===== src/rtl/tx_fifo_arb.sv =====
// Round-robin arbiter sharing the TX FIFO write port between two word sources.
// Bounded bursts per grant, stalls on FIFO-full, no idle bubble on hand-over.
//
// state | meaning
// IDLE  | no owner, arbitrate on the next valid requester(s)
// GNT0  | requester 0 owns the FIFO write port
// GNT1  | requester 1 owns the FIFO write port
module tx_fifo_arb #(
    parameter int DW        = 16,
    parameter int MAX_BURST = 4
) (
    input  logic          clk,
    input  logic          rst_n,
    input  logic          req0_valid,
    input  logic [DW-1:0] req0_data,
    output logic          req0_ready,
    input  logic          req1_valid,
    input  logic [DW-1:0] req1_data,
    output logic          req1_ready,
    output logic [DW-1:0] tx_fifo_data,
    input  logic          tx_fifo_full,
    output logic          tx_fifo_en,
    output logic [1:0]    grant,
    output logic [7:0]    burst_cnt
);

    // State codes double as the one-hot grant vector.
    localparam logic [1:0] IDLE = 2'b00;
    localparam logic [1:0] GNT0 = 2'b01;
    localparam logic [1:0] GNT1 = 2'b10;

    localparam logic [7:0] LAST_CNT = 8'(MAX_BURST - 1);

    logic [1:0] state;
    logic [1:0] state_nxt;
    logic       last_grant;
    logic       last_grant_nxt;
    logic [7:0] cnt_nxt;
    logic       own0;
    logic       own1;
    logic       xfer0;
    logic       xfer1;

    assign own0 = (state == GNT0);
    assign own1 = (state == GNT1);

    assign req0_ready   = own0 && !tx_fifo_full;
    assign req1_ready   = own1 && !tx_fifo_full;
    assign xfer0        = req0_valid && req0_ready;
    assign xfer1        = req1_valid && req1_ready;
    assign tx_fifo_en   = xfer0 || xfer1;
    assign tx_fifo_data = own0 ? req0_data : (own1 ? req1_data : '0);
    assign grant        = state;

    always_comb begin
        state_nxt      = state;
        last_grant_nxt = last_grant;
        cnt_nxt        = burst_cnt;
        case (state)
            IDLE: begin
                cnt_nxt = '0;
                if (req0_valid && req1_valid)
                    state_nxt = last_grant ? GNT0 : GNT1;
                else if (req0_valid)
                    state_nxt = GNT0;
                else if (req1_valid)
                    state_nxt = GNT1;
            end
            GNT0: begin
                if ((xfer0 && burst_cnt == LAST_CNT) || !req0_valid) begin
                    last_grant_nxt = 1'b0;
                    cnt_nxt        = '0;
                    if (req1_valid)
                        state_nxt = GNT1;
                    else if (req0_valid)
                        state_nxt = GNT0;
                    else
                        state_nxt = IDLE;
                end else if (xfer0) begin
                    cnt_nxt = burst_cnt + 8'd1;
                end
            end
            GNT1: begin
                if ((xfer1 && burst_cnt == LAST_CNT) || !req1_valid) begin
                    last_grant_nxt = 1'b1;
                    cnt_nxt        = '0;
                    if (req0_valid)
                        state_nxt = GNT0;
                    else if (req1_valid)
                        state_nxt = GNT1;
                    else
                        state_nxt = IDLE;
                end else if (xfer1) begin
                    cnt_nxt = burst_cnt + 8'd1;
                end
            end
            default: begin
                state_nxt = IDLE;
                cnt_nxt   = '0;
            end
        endcase
    end

    always_ff @(posedge clk or negedge rst_n) begin
        if (!rst_n) begin
            state      <= IDLE;
            last_grant <= 1'b1;
            burst_cnt  <= '0;
        end else begin
            state      <= state_nxt;
            last_grant <= last_grant_nxt;
            burst_cnt  <= cnt_nxt;
        end
    end

endmodule

===== config.mk =====
export PLATFORM = sky130hd
export DESIGN_NAME = tx_fifo_arb
export DESIGN_NICKNAME = d
export VERILOG_FILES = /design/src/rtl/tx_fifo_arb.sv
export SDC_FILE = /design/constraint.sdc
export NUM_CORES = 1
export LEC_CHECK = 0
export CORE_ASPECT_RATIO = 0.9
export CORE_MARGIN = 10
export CORE_UTILIZATION = 30
export CTS_CLUSTER_SIZE = 12
export DETAILED_ROUTE_END_ITERATION = 7
export HOLD_SLACK_MARGIN = 0.06
export PLACE_DENSITY = 0.8
export SYNTH_ARGS = -nofsm -noshare
export SYNTH_HDL_FRONTEND = slang
export SYNTH_SLANG_ARGS = --single-unit

===== constraint.sdc =====
create_clock -name clk -period 2.2 [get_ports clk]
set_input_delay 0.33 -clock clk [delete_from_list [all_inputs] [get_ports clk]]
set_output_delay 0.33 -clock clk [all_outputs]
set_load 0.05 [all_outputs]

# After elaboration in Yosys (flattened, before gate mapping)
# Cells that the tools add are included.
dict set report classes {
  n_addsub 1
  n_eq_ne 8
  n_mux 21
  n_reduce_logical 18
}
# operator count
set ops {}
lappend ops {{two-way mux 16 bit} 2}
lappend ops {{two-way mux 8 bit} 4}
lappend ops {{two-way mux 2 bit} 9}
lappend ops {{case mux 8 bit (2 select lines)} 1}
lappend ops {{adder 8 x 1 -> 8 bit (second input constant)} 1}
lappend ops {{equality test 8 x 2 -> 1 bit (second input constant)} 1}
lappend ops {{logical AND 1 bit} 7}
lappend ops {{!= test 3 x 1 -> 1 bit (second input constant)} 2}
lappend ops {{case mux 2 bit (3 select lines)} 1}
lappend ops {{AND reduction 3 bit} 2}
lappend ops {{!= test 2 x 1 -> 1 bit (second input constant)} 2}
lappend ops {{!= test 4 bit (second input constant)} 1}
lappend ops {{zero test 1 bit} 3}
lappend ops {{logical OR 1 bit} 3}
lappend ops {{two-way mux 1 bit} 3}
lappend ops {{equality test 2 x 1 -> 1 bit (second input constant)} 1}
lappend ops {{equality test 2 bit (second input constant)} 1}
lappend ops {{zero test 2 bit} 1}
lappend ops {{case mux 1 bit (2 select lines)} 1}
lappend ops {{AND reduction 2 bit} 1}
lappend ops {{nonzero test 2 bit} 1}
dict set report word_totals {
  ff_bits 11
  in_bits 37
  output_inout_bits 29
  elab_cells 51
}

# Logic depth before layout (Yosys ltp)
# Gate-level depths: netlist of run 1.
dict set report logic_depth {
  ltp_word 7
  ltp_mapped 7
  mapped_depth_nobuf 6
}

# Least setup slack after synthesis of run 1
# Ideal clock, no wire load.
dict set report synth_path {
  kind {flip-flop to output port}
  start {register state[1], in the netlist grant[1]}
  end {output port tx_fifo_data[10]}
  arrival_time_ns 2.054
  t_required_ns 1.870
  slack_ns -0.184
  stages_incl_launch_ff 6
  path_buffers 1
  path_cell_list {dfrtp_1 ha_1 inv_1 nor2_1 buf_2 a22o_1}
}
dict set report synth_between {
  elab_chain_cells 3
  word_cells_on_any_way 4
  classes_between {eq/ne: 2; mux: 2}
}
# item line_no
set synth_lines {}
lappend synth_lines {{from (decl)} 34} ;# logic [1:0] state;
lappend synth_lines {{from (signal assigned)} 110} ;# state <= state_nxt;
lappend synth_lines {{equality test 2 bit} 45} ;# assign own1 = (state == GNT1);
lappend synth_lines {{two-way mux 16 bit} 52} ;# assign tx_fifo_data = own0 ? req0_data : (own1 ? req1_data : '0);
lappend synth_lines {{two-way mux 16 bit *} 52}
lappend synth_lines {{to (decl)} 20} ;# output logic [DW-1:0] tx_fifo_data,
# Every way passes the cells marked *; elsewhere a longest branch is shown, timed or not.

# Worst setup path in the final report of run 1
dict set report layout_path {
  start {register state[1], in the netlist grant[1]}
  end {output port tx_fifo_data[3]}
}
# The elaborated chain is that of the path after synthesis.

==> summary.txt, run 1 <==
Yosys
  – Synthesized flop and latch total: 11
  – Post-Synth XOR/XNOR Area: 3.86%
  – Synthesized net count: 138
  – Dominant synthesized flop cell: dfrtp_1
  – Number of synthesized flops with an enable pin: 0
  – Async SR Flop Fraction: 100%
  – Post-Syn Instances: 96
  – Synth Area in Compound Gates: 34.4%
  – Post-synthesis cell type count: 35
  – Simple-gate share of the synthesized area: 16.1%
  – Main combinational cell family by area after synthesis: compound AO/OA/AOI/OAI gates
  – Mapped Avg Cell Area: 9.46 sq um
  – Adder-cell share of the synthesized area: 6.89%
  – Synthesized area: 908 sq um
  – Synthesis warning total: 0
  – Mux cell area share after synthesis: 3.58%
  – Sequential area share after synthesis: 30.4%

Worst setup path
  – Reg-to-reg slack, setup: 0.21 ns
  – Crit-path max cell delay: 0.45 ns
  – Required @ worst endpoint: 1.87 ns
  – Critical path startpoint category: register
  – Critical path class: register to output port
  – CP endpoint kind: output port
  – CP arrival: 1.79 ns
  – CP top delay family: buffers and inverters
  – Highest net fanout along the worst path: 18
  – CP Buf/Inv Count: 3
  – CP cell instances: inv_1 > ha_1 > buf_4 > a22o_1 > buf_12
  – Critical-path top delay cell: dfrtp_2

Layout
  – Final instance area: 0.00187 sq mm
  – Area Growth Syn to Fin: 106%
  – Fill count: 226
  – Final design utilization: 66.4%
  – Register area: 279 sq um
  – Final net count: 207
  – Non-filler instance count after layout: 204
  – Most frequent cells in the layout: clkdlybuf4s50_1 (46), buf_12 (19), a22o_2 (12)
  – Multi-input logic area: 626 sq um
  – Most common cell after layout, fill and taps aside: clkdlybuf4s50_1
  – Layout cells sized above 1: 34.1%
  – Diode count: 0

Worst hold path
  – Min-delay worst type: primary input to async pin

Floorplanning
  – IO Pins: 66
  – Rows: 18
  – Core Footprint: 0.00282 sq mm
  – Die W: 78 um
  – Die height: 72.2 um
  – Die area: 0.00563 sq mm
  – Starting Density: 32.3%

Clock tree
  – Clk root buf: clkbuf_4
  – H-Tree Depth: 1
  – CTS tree: done
  – Clock transition at path regs: 0.08 ns
  – # hold bufs at CTS: 0
  – CTS sink count: 11
  – Max Root-Sink Buffers: 2
  – Clock latency on the worst-skew pair: 0.28 ns
  – Num CTS Buffers: 3

Job
  – Max-cap violations: 0

GRT
  – Largest net degree at the start of global routing: 19
  – Antenna violations before repair: 0
  – Vias in the first global route: 1,092
  – Total GRT Usage: 13.4%
  – First-pass GRT wire length: 6040 um
  – Total grt overflow: 0

Pwr
  – Pwr Density: 1280 mW/mm^2
  – Leakage power: 0.766 nW
  – Pwr Total: 0.00240 W
  – Maximum vdd drop: 0.649 mV

Placement
  – Post-Place Cells: 200
  – DP HPWL: 3440 um
  – Final GP Congestion: 0.792
  – Placed inst area: 0.00182 sq mm
  – PortBufs: 65

STA
  – Final worst-path cycle share: 96.2%
  – Hold Violations, Final: 0
  – Tightest Pin Transition: 0.524 ns
  – Final Max Slew Viols: 0
  – Worst slew margin: 64.9%
  – # setup viols final: 0
  – Worst Skew: 0.0126 ns
  – Unrepaired setup endpoints after global routing: yes
  – Max frequency: 472 MHz
  – Minimum clock period: 2.12 ns

Drt
  – Residual DRC count: 0
  – Drt wl/cell: 20.1 um
  – Routed vias/inst: 5.22
  – DRT iter0 DRCs: 48
  – Drt first pass iters: 4
  – Via count: 1,065
  – DRT antenna net count: 0
  – Drt total wl: 4100 um

Status
  – Outcome: finished, final reports clean
-- synth_stat cells (all sizes together) (2+ instances only) --
| cell | count | share of area [%] |
|---|---|---|
| a21oi | 10 | 6.3 |
| a22o | 18 | 18 |
| buf | 2 | 1.4 |
| clkbuf | 2 | 0.83 |
| dfrtp | 10 | 28 |
| ha | 5 | 6.9 |
| inv | 6 | 2.5 |
| mux2 | 2 | 2.5 |
| nand2 | 2 | 0.83 |
| nand3 | 3 | 2.2 |
| nor2 | 11 | 5.4 |
| nor2b | 2 | 1.4 |
| o21ai | 6 | 3.7 |
| xnor2 | 3 | 2.9 |
-- worst register-to-register path: cells and delay by family (launching register included) --
kind / cells / cell delay (ns)
AOI/OAI and AO/OA: 2 / 0.41
adders and majority gates: 1 / 0.28
muxes: 1 / 0.35
DFF: 1 / 0.44
and+or+nand+nor: 1 / 0.38
-- per-layer routing --
layer / part of all wire, % / routed length (um) / track usage (%) / vias up
met2: 53 / 2190 / 24.7 / 44
met1: 39 / 1620 / 15.0 / 520
met3: 5.6 / 230 / 4.19 / 4
met5: 0 / 0 / 0 / -
li1: - / - / - / 497
met4: 1.7 / 69 / 2.39 / 0
-- final cells by class --
| class | instances | share of cell area [%] |
|---|---|---|
| clock buffers | 4 | 1.40 |
| inverters | 6 | 1.20 |
| well taps | 40 | 2.68 |
| multi-input cells | 75 | 33.4 |
| repair buffers | 68 | 46.4 |
| flip-flops and latches | 11 | 14.9 |
-- power breakdown --
part	switching [W]	internal, W
Clock	0.0000722	0.0000704
Sequential	0.0000385	0.000242
Combinational	0.00109	0.000882
Total	0.00120	0.00119
-- registers in the layout, indices dropped and copies added, names as in the netlist --
signal	cells
burst_cnt	8
grant	2
last_grant	1
-- path summary, 6_finish.rpt --
kind,startpoint,end,depth (start not counted)
worst min-delay path,rst_n,burst_cnt[1]$_DFFE_PN0P_,1
max in group asynchronous,rst_n,grant[1]$_DFFE_PN0P_,1
worst min register to register,last_grant$_DFFE_PN1P_,last_grant$_DFFE_PN1P_,2
min in group clk,last_grant$_DFFE_PN1P_,last_grant$_DFFE_PN1P_,2
worst max-delay path,grant[1]$_DFFE_PN0P_,tx_fifo_data[3],5
worst max register to register,burst_cnt[1]$_DFFE_PN0P_,grant[1]$_DFFE_PN0P_,5
-- cell families after synthesis --
| family | after synthesis |
|---|---|
| compound gates | 39 |
| xor+xnor | 4 |
| fa+ha+maj | 5 |
| buf+inv | 10 |
| flops | 11 |
| mux | 3 |
| simple gates | 24 |
-- per-stage QoR --
stage	hold slack (ns)	TNS, ns	worst slack (ns)
6_report	0.389	0	0.0833
5_1_grt	0.423	-0.0133	-0.0107
4_1_cts	0.408	0	0.00590
3_5_place_dp	0.554	0	0.200
3_3_place_gp	0.502	0	0.294
2_1_floorplan	0.0344	0	0.0620
-- repair_timing --
| action | 4_1_cts | 5_1_grt |
|---|---|---|
| resized for setup | 2 | 3 |
| buffers inserted | 0 | 0 |
| cloned | 0 | 0 |
| endpoints found under the setup margin | 16 | 16 |
Note: power is estimated with default switching activity, not from simulation.
==> inputs of run 2 (changes only) <==
--- a/config.mk
+++ b/config.mk
@@ -10,6 +10,7 @@
 export CORE_UTILIZATION = 30
 export CTS_CLUSTER_SIZE = 12
 export DETAILED_ROUTE_END_ITERATION = 7
+export GPL_TIMING_DRIVEN = 0
 export HOLD_SLACK_MARGIN = 0.06
 export PLACE_DENSITY = 0.8
 export SYNTH_ARGS = -nofsm -noshare
==> run 2 against run 1 <==
Sequential share of layout area increased by 1.9 points. Register-to-register slack improved by 0.10 ns. Clock-buffer cell count did not move. Global-route usage fell by 1.2 points. Cell count is the same. Setup slack better by 0.020 ns. First-iteration DRC count is 4.2% higher. Total power fell by 17%. Flip-flop and latch count unchanged. Die area stayed put. Non-clock buffer count is the same. Clock power fell by 4%.
==> summary.txt, run 2 (synthesis gave the netlist of run 1 again) <==
Status
  – Outcome: finished, final reports clean

STA
  – Worst slew margin: 64.8% (-0.17 points)
  – Final Max Slew Viols: 0 (unchanged)
  – Tightest Pin Transition: 0.527 ns (+0.00257 ns)
  – Hold Violations, Final: 0 (unchanged)
  – Minimum clock period: 2.10 ns (-0.0198 ns)
  – Final worst-path cycle share: 95.3% (-0.90 points)
  – Max frequency: 477 MHz (+0.95%)
  – Worst Slack Setup Final: 0.103 ns (+0.0198 ns)
  – Worst Skew: 0.000762 ns (-0.0119 ns)
  – # setup viols final: 0 (unchanged)
  – Unrepaired setup endpoints after global routing: yes

GRT
  – Total GRT Usage: 12.2% (-1.2 points)
  – Largest net degree at the start of global routing: 12 (-7)
  – Vias in the first global route: 1,046 (-4.2%)
  – First-pass GRT wire length: 5520 um (-8.6%)
  – Total grt overflow: 0 (unchanged)
  – Antenna violations before repair: 0 (unchanged)

Clock tree
  – Clock transition at path regs: 0.07 ns (about the same)
  – Num CTS Buffers: 3 (unchanged)
  – Max Root-Sink Buffers: 2 (unchanged)
  – Clock latency on the worst-skew pair: 0.26 ns (-0.02 ns)
  – Clk root buf: clkbuf_4
  – H-Tree Depth: 1 (unchanged)
  – CTS tree: done
  – # hold bufs at CTS: 0 (unchanged)
  – CTS sink count: 11 (unchanged)
  – Postcts setup bufs: 0 (unchanged)

Drt
  – Highest routed layer: met4
  – DRT antenna net count: 0 (unchanged)
  – Residual DRC count: 0 (unchanged)
  – Routed vias/inst: 4.96 (-5.1%)
  – DRT iter0 DRCs: 50 (+4.2%)
  – Drt wl/cell: 17.7 um (-12%)
  – Metal-1 WL: 1560 um (-3.3%)
  – Drt total wl: 3620 um (-12%)
  – Drt first pass iters: 4 (unchanged)
  – Routed wl met3: 211 um (-8.3%)
  – Via count: 1,011 (-5.1%)
  – Met2 Routed Length: 1820 um (-17%)

Worst setup path
  – CP arrival: 1.77 ns (-0.02 ns)
  – Critical path startpoint category: register
  – Required @ worst endpoint: 1.87 ns (about the same)
  – Highest net fanout along the worst path: 10 (-8)
  – CP endpoint kind: output port
  – Critical path class: register to output port

Layout
  – Layout cells sized above 1: 34.1% (unchanged)
  – Reg with most FFs: burst_cnt
  – Max FFs per register: 8 (unchanged)
  – Final net count: 207 (unchanged)
  – Most frequent cells in the layout: clkdlybuf4s50_1 (45), a22o_2 (12), buf_6 (11)
  – Most common cell after layout, fill and taps aside: clkdlybuf4s50_1
  – Diode count: 0 (unchanged)
  – Final instance area: 0.00166 sq mm (-11%)
  – Area Growth Syn to Fin: 83.2%

Floorplanning
  – Die area: 0.00563 sq mm (unchanged)
  – Die W: 78 um (unchanged)
  – Starting Density: 32.3% (unchanged)
  – Rows: 18 (unchanged)
  – IO Pins: 66 (unchanged)
  – Die height: 72.2 um (unchanged)
  – Core Footprint: 0.00282 sq mm (unchanged)

Placement
  – Pre-CTS WS: -0.730 ns (-0.930 ns)
  – DP HPWL: 3050 um (-11%)
  – Final GP Congestion: 0.765 (-3.3%)
  – PortBufs: 64 (-1.5%)
  – Placed inst area: 0.00162 sq mm (-11%)

Pwr
  – Pwr Density: 1200 mW/mm^2 (-6.5%)
  – Pwr Total: 0.00200 W (-17%)
  – Leakage power: 0.711 nW (-7.2%)
  – Maximum vdd drop: 0.684 mV (+5.5%)

Worst hold path
  – Min-delay worst type: primary input to async pin

Job
  – Max-cap violations: 0 (unchanged)
## run 2: cell count changes in the layout (fill, tap and decap cells not counted), sizes merged
| cell | before | now |
|---|---|---|
| clkbuf | 4 | 5 |
| buf | 22 | 20 |
| clkdlybuf4s50 | 46 | 45 |
| dlygate4sd2 | 0 | 2 |
## run 2: cell type report
class	count	area (sq um)
Timing Repair Buffer	64	616
Inverter	6	22.5
Multi-Input combinational cell	75	637
Buffer	4	33.8
Clock buffer	4	26.3
Fill cell	242	1150
Sequential cell	11	279
Tap cell	40	50.0
## run 2: worst max-delay path: stages, from the launching register on
cell     delay [ns]
dfrtp_2        0.45
inv_2          0.11
ha_4           0.18
inv_1          0.09
nor2_4         0.21
buf_6          0.17
a22o_2         0.15
buf_6          0.15
## run 2: report_power, final
part / leakage (nW) / internal, W / switching [W] / total, W
clock: 0.0150 / 0.0000702 / 0.0000667 / 0.000137
combinational: 0.551 / 0.000568 / 0.00101 / 0.00158
sequential: 0.145 / 0.000242 / 0.0000414 / 0.000284
total: 0.711 / 0.000880 / 0.00112 / 0.00200
## run 2: per-layer routing
metal	vias to the layer above	global-route usage, %
met3	4	4.43
met1	470	13.7
met2	39	22.3
li1	498	-
met4	0	1.19
met5	-	0
## run 2: through the flow
step                TNS (ns)  util [%]  hold WS (ns)  std cells
floorplan                  0         -        0.0344         96
global placement       -8.55      57.4         0.498        200
detailed placement    -10.47      57.4         0.524        200
CTS                        0      58.8         0.416        204
global route               0      59.1         0.443        204
finish                     0      59.1         0.403        204
## run 2: path summary, 6_finish.rpt
path	from	end	slack, ns	depth (start not counted)
hold / removal	rst_n	burst_cnt[1]$_DFFE_PN0P_	0.40	1
setup / recovery	grant[0]$_DFFE_PN0P_	tx_fifo_data[7]	0.10	7
hold reg to reg	last_grant$_DFFE_PN1P_	last_grant$_DFFE_PN1P_	0.53	2
setup reg to reg	burst_cnt[0]$_DFFE_PN0P_	grant[1]$_DFFE_PN0P_	0.31	5
min in group clk	tx_fifo_full	burst_cnt[5]$_DFFE_PN0P_	0.49	4
max in group asynchronous	rst_n	grant[0]$_DFFE_PN0P_	1.42	1
## run 2: timing repair
action	CTS	global route
pin swaps	1	1
cloned	0	0
endpoints found under the setup margin	19	19
gates resized for setup	93	28
==> inputs of run 3 (changes only) <==
--- a/config.mk
+++ b/config.mk
@@ -13,6 +13,7 @@
 export GPL_TIMING_DRIVEN = 0
 export HOLD_SLACK_MARGIN = 0.06
 export PLACE_DENSITY = 0.8
+export SLEW_MARGIN = 25
 export SYNTH_ARGS = -nofsm -noshare
 export SYNTH_HDL_FRONTEND = slang
 export SYNTH_SLANG_ARGS = --single-unit
==> results of run 3 <==
Same layout as run 2: the final DEF is identical, and so are final timing and power.
